### src/rtl/afifo_wctrl.sv
// afifo_wctrl: write-clock-domain half of an asynchronous FIFO.
// Owns the binary/Gray write pointer, synchronizes the read pointer, and registers full/level/overflow flags.
module afifo_wctrl #(
  parameter int DEPTH = 16,
  parameter int AFULL_TH = DEPTH - 2,
  localparam int AW = $clog2(DEPTH)
) (
  input  logic          wclk,
  input  logic          rst_n,
  input  logic          winc,
  input  logic [AW:0]   rptr_gray,
  output logic          wen,
  output logic [AW-1:0] waddr,
  output logic [AW:0]   wptr_gray,
  output logic          wfull,
  output logic          walmost_full,
  output logic [AW:0]   wlevel,
  output logic          wovf
);
  localparam logic [AW:0] TH = (AW+1)'(AFULL_TH);
  logic [AW:0] rq1, rq2, rbin_s, wbin, wbin_next, wgray_next, diff;
  assign wen = winc & ~wfull & rst_n;
  assign waddr = wbin[AW-1:0];
  // Each binary bit is the XOR of all Gray bits at or above it
  always_comb for (int i = 0; i <= AW; i++) rbin_s[i] = ^(rq2 >> i);
  assign wbin_next = wbin + (AW+1)'(wen);
  assign wgray_next = (wbin_next >> 1) ^ wbin_next;
  assign diff = wbin_next - rbin_s;
  always_ff @(posedge wclk or negedge rst_n)
    if (!rst_n) begin
      {rq1, rq2, wbin, wptr_gray} <= '0;
      {wfull, walmost_full, wlevel, wovf} <= '0;
    end else begin
      rq1 <= rptr_gray;
      rq2 <= rq1;
      wbin <= wbin_next;
      wptr_gray <= wgray_next;
      wfull <= wgray_next == {~rq2[AW:AW-1], rq2[AW-2:0]};
      walmost_full <= diff >= TH;
      wlevel <= diff;
      wovf <= wovf | (winc & wfull);
    end
endmodule

### config.mk
export PLATFORM = sky130hd
export DESIGN_NAME = afifo_wctrl
export DESIGN_NICKNAME = d
export VERILOG_FILES = /design/src/rtl/afifo_wctrl.sv
export SDC_FILE = /design/constraint.sdc
export NUM_CORES = 1
export LEC_CHECK = 0
export CELL_PAD_IN_SITES_DETAIL_PLACEMENT = 0
export CELL_PAD_IN_SITES_GLOBAL_PLACEMENT = 1
export CORE_UTILIZATION = 35
export DETAILED_ROUTE_END_ITERATION = 10
export DONT_BUFFER_PORTS = 1
export PLACE_DENSITY = 0.62
export SYNTH_ARGS = -nofsm -noshare
export SYNTH_HDL_FRONTEND = slang
export SYNTH_SLANG_ARGS = --single-unit
### constraint.sdc
create_clock -name wclk -period 2.8 [get_ports wclk]
set_clock_uncertainty 0.15 [all_clocks]
set_input_delay 0.84 -clock wclk [delete_from_list [all_inputs] [get_ports wclk]]
set_output_delay 0.84 -clock wclk [all_outputs]
set_load 0.01 [all_outputs]
== Word level (Yosys, flattened, before mapping) ==
Cells that the tools add are included.
W data, S select, Z words.
Storage, ports and cells
  logic and storage cells: 24
  flip-flop bits (word level): 28
  input bits: 8
Operators by class
  bitwise gates (word level): 7
  eq/ne operators: 1
  reduce and logical (&&, ||, !) cells: 5
  order comparisons: 1
  add/sub/neg operators: 2
Operators by type and width (count)
  $reduce_xor A5 Y1: 5
  $add A5 B1 Y5: 1
  $eq A5 B5 Y1: 1
  $ge A5 B4 Y1 const B: 1
  $sub A5 B5 Y5: 1
  $xor A4 B5 Y5: 1
  $and A1 B1 Y1: 3
  $not A2 Y2: 1
  $not A1 Y1: 1
  $or A1 B1 Y1: 1

== Longest topological paths before layout ==
  word-level depth: 6
  mapped depth: 10
  depth with buffers taken out: 10

== Least setup slack after synthesis ==
Ideal clock, no wire load.
  path kind: input to register
  start point: in rst_n
  end point: reg walmost_full
  stages: 10
  path buffers: 0
  data arrival time: 2707 ps
  slack: -204 ps
  cells stage by stage: nand2_1 > nor2_1 > ha_1 > ha_1 > xor2_1 > ha_1 > nor2b_1 > o21ai_0 > a21o_1 > o311ai_0
On the way
  cells in the longest elaborated chain, start to end: 4
RTL lines
  start: declaration: line 9  | input logic rst_n,
  $and A1 B1 Y1: line 22  | assign wen = winc & ~wfull & rst_n;
  via wen: line 12  | output logic wen,
  $add A5 B1 Y5: line 26  | assign wbin_next = wbin + (AW+1)'(wen);
  via wbin_next[2]: line 21  | logic [AW:0] rq1, rq2, rbin_s, wbin, wbin_next, wgray_next, diff;
  $sub A5 B5 Y5: line 28  | assign diff = wbin_next - rbin_s;
  $ge A5 B4 Y1: line 39  | walmost_full <= diff >= TH;
  end signal: assignment: line 32  | {wfull, walmost_full, wlevel, wovf} <= '0;
  end signal: assignment: line 39
  end: declaration: line 16  | output logic walmost_full,
The timed path passes the listed nets, and every way through them passes these cells.

== Final worst setup path ==
  start point: reg rq2[3]
  end point: reg walmost_full
On the way
  cells in the longest elaborated chain, start to end: 3
  elaborated cells on any way between the ends: 6
  classes of those cells: add/sub (1); order compare (1); reduce/logical (4)
RTL lines
  start: declaration: line 21
  start signal: assignment: line 35  | rq2 <= rq1;
  $reduce_xor A5 Y1: line 25  | always_comb for (int i = 0; i <= AW; i++) rbin_s[i] = ^(rq2 >> i);
  $sub A5 B5 Y5 (*): line 28
  $ge A5 B4 Y1 (*): line 39
Mark *: on every way between the ends. The rest lies on a longest branch, timed or not.

==> metrics.txt <==
Seq pwr share=46.9%; initial drt markers=8; Max IR drop VDD=343 uV; P_leak=0.638 nW; post-synthesis xor/xnor area fraction=16.8%; Starting Density=38.0%; Synth Area per Inst=13.4 um2; min Tclk post-route=2660 ps; crit end category=register; clock network power share=10.9%; largest net degree at the start of global routing=29; wire per inst=13.5 um; dpl cells=~140; status=complete, no violations; Synth warnings=0; adder-cell share of the synthesized area=7.99%; flops & latches, synth=27; # diodes=0; Tot Pwr=1.51 mW; Final Max Tran Viols=0; synthesized instance count=89; Root Driver=clkbuf_4; post-synth cell types=25; Syn Nets=approximately 100; # Max-Cap Violations=0; switching power=588 uW; total track usage=around an eighth; Setup crit start kind=register; Fillers=311; Worst Path Max Fanout=2; main combinational cell family by area after synthesis=XOR/XNOR gates; setup_tns=0 ps; first-pass GRT wire length=3480 um; # hold bufs at CTS=0; first-pass iteration count of the detailed router=3; Int Power=924 uW; Worst Hold Class=in2async; Reg clk slew, reported paths=140 ps; Die X-Extent=between 60 and 70 um; worst endpoint required time=between 2000 and 3000 ps; synthesized cell area=around 1200 um2; R2R Setup Slk=140 ps; CTS buffer count=3; share of cells above drive strength 1=20.4%; worst-skew pair later-pin latency=320 ps; Slew HR=73.3%; P&R area growth vs syn=15.1%; final RePlAce weighted congestion=around 0.77; Critical Path AT=2720 ps; predominant post-synthesis flop cell=dfrtp_1; initial antenna violation count=0; Post-synth top cells=dfrtp_1, xor2_1, inv_1, xnor2_1, ha_1; Final Net Count=114; Yosys top cell by area=dfrtp_1; vias in the first global route=736; H-tree level count=1; post-synthesis sequential area ratio=56.8%; Post-route DRC=0; IO Port Bufs=0; clock sinks=27; most frequent cell after synthesis=dfrtp_1; Synth Area in Compound Gates=7.78%; die height=60.3 um; Simple-Gate Fraction of Synth Area=7.47%; Setup-failing EPs final=0; multi-input logic area=between 500 and 600 um2; Tcrit/Tclk final=a little over nine tenths; combinational share of power=42.2%; Synth top area share=56.8%; die area=3640 um2; Reg area=a little under 700 um2; antenna viol nets, final=0; CORE AREA=3130 um2; Sw Ratio=38.9%; final hold vios=0; Layout Cells excl Fill=142; achievable clock frequency=376 MHz; Setup CP Type=reg2reg; Rows=20; CTS tree=done; # IOs=26; WL final=1920 um; post-DP HPWL=1450 um; number of synthesized flops with an enable pin=0; post-synthesis mux area share=0%; post-layout util=between 40% and 50%; Vias=666; total congestion overflow=0; top post-synthesis cells by area=dfrtp_1, ha_1, xor2_1; power per cell area=1100 nW/um2; ys async rst share=100%; Bufs on Longest Clock Path=2; Register-to-Register Path Depth=10; Worst Tran Pin Value=400 ps; vias per cell=4.69
-- logic make-up after synthesis --
kind of cell	count (synthesis)
fa+ha+maj	7
flops	27
compound gates	13
simple gates	16
buf+inv	8
xor+xnor	18
-- through the flow --
step | setup WS [ps] | cell area (um2) | hold slack, ps
after global placement | 19.4 | 1310 | 183
final | 144 | 1370 | 39.3
after CTS | 25.3 | 1340 | 17.4
after floorplan | 19.6 | 1220 | 181
after global routing | -3.25 | 1370 | -0.276
after detailed placement | 15.2 | 1310 | 188
-- power groups by stage --
stage,registers [mW],logic [mW],clock network [mW]
2_1_floorplan,0.673,0.533,0
3_3_place_gp,0.715,0.615,0
3_5_place_dp,0.719,0.624,0
4_1_cts,0.711,0.626,0.179
5_1_grt,0.732,0.739,0.191
6_report,0.709,0.638,0.164
-- final cells by class --
class	instances	area share (%)
tap	44	4.02
timing repair buffer	6	3.29
multi-input combinational	54	39.5
sequential	27	49.3
clock buffer	4	1.92
inverter	7	1.92
-- repair_timing --
item | CTS | global route
hold endpoints to repair | 0 | 0
endpoints found under the setup margin | 1 | 1
buffers inserted | 0 | 1
resized for setup | 1 | 3
pin swaps | 0 | 1
-- worst max-delay path, stage by stage, from the launching register on --
cell and delay, ps:
dfrtp_1 440, xnor2_2 270, xor2_2 230, xor2_2 190, xnor2_1 80, ha_1 220, fa_1 440, nor2b_1 130
o21ai_0 100, a21o_1 200, o311ai_0 90
-- sequential cells by signal (all words and copies together) (netlist names) --
register / cells
wlevel: 5
wptr_gray: 4
wfull: 1
wovf: 1
wbin: 5
rq1: 5
rq2: 5
walmost_full: 1
-- path summary, 6_finish.rpt --
check / from / to
worst max register to register: rq2[3]$_DFF_PN0_ / walmost_full$_DFF_PN0_
worst max-delay path: rq2[3]$_DFF_PN0_ / walmost_full$_DFF_PN0_
min in group wclk: rq1[1]$_DFF_PN0_ / rq2[1]$_DFF_PN0_
worst min register to register: rq1[1]$_DFF_PN0_ / rq2[1]$_DFF_PN0_
max in group asynchronous: rst_n / wlevel[0]$_DFF_PN0_
worst min-delay path: rst_n / wptr_gray[3]$_DFF_PN0_
-- placed cells by master (no fill, tap or decap), drive strengths merged, types with 2 or more instances in the layout --
cell type | Yosys | final
a21boi | 3 | 3
inv | 7 | 7
xnor2 | 7 | 7
or3 | 2 | 2
clkbuf | 0 | 4
a21o | 2 | 2
xor2 | 8 | 8
nor2 | 3 | 3
xnor3 | 2 | 2
ha | 6 | 6
nor2b | 2 | 2
dfrtp | 27 | 27
o21ai | 3 | 3
buf | 1 | 6
nand2 | 3 | 3
nand3 | 3 | 3
-- per-layer routing --
metal / track usage [%] / vias to the layer above / routed length [um]
met5: 0 / - / 0
met4: 6.98 / 0 / 15
met3: 2.81 / 2 / 91
met2: 21.0 / 16 / 969
met1: 17.3 / 335 / 846
li1: - / 313 / -
Power figures use the tool's default switching activity.
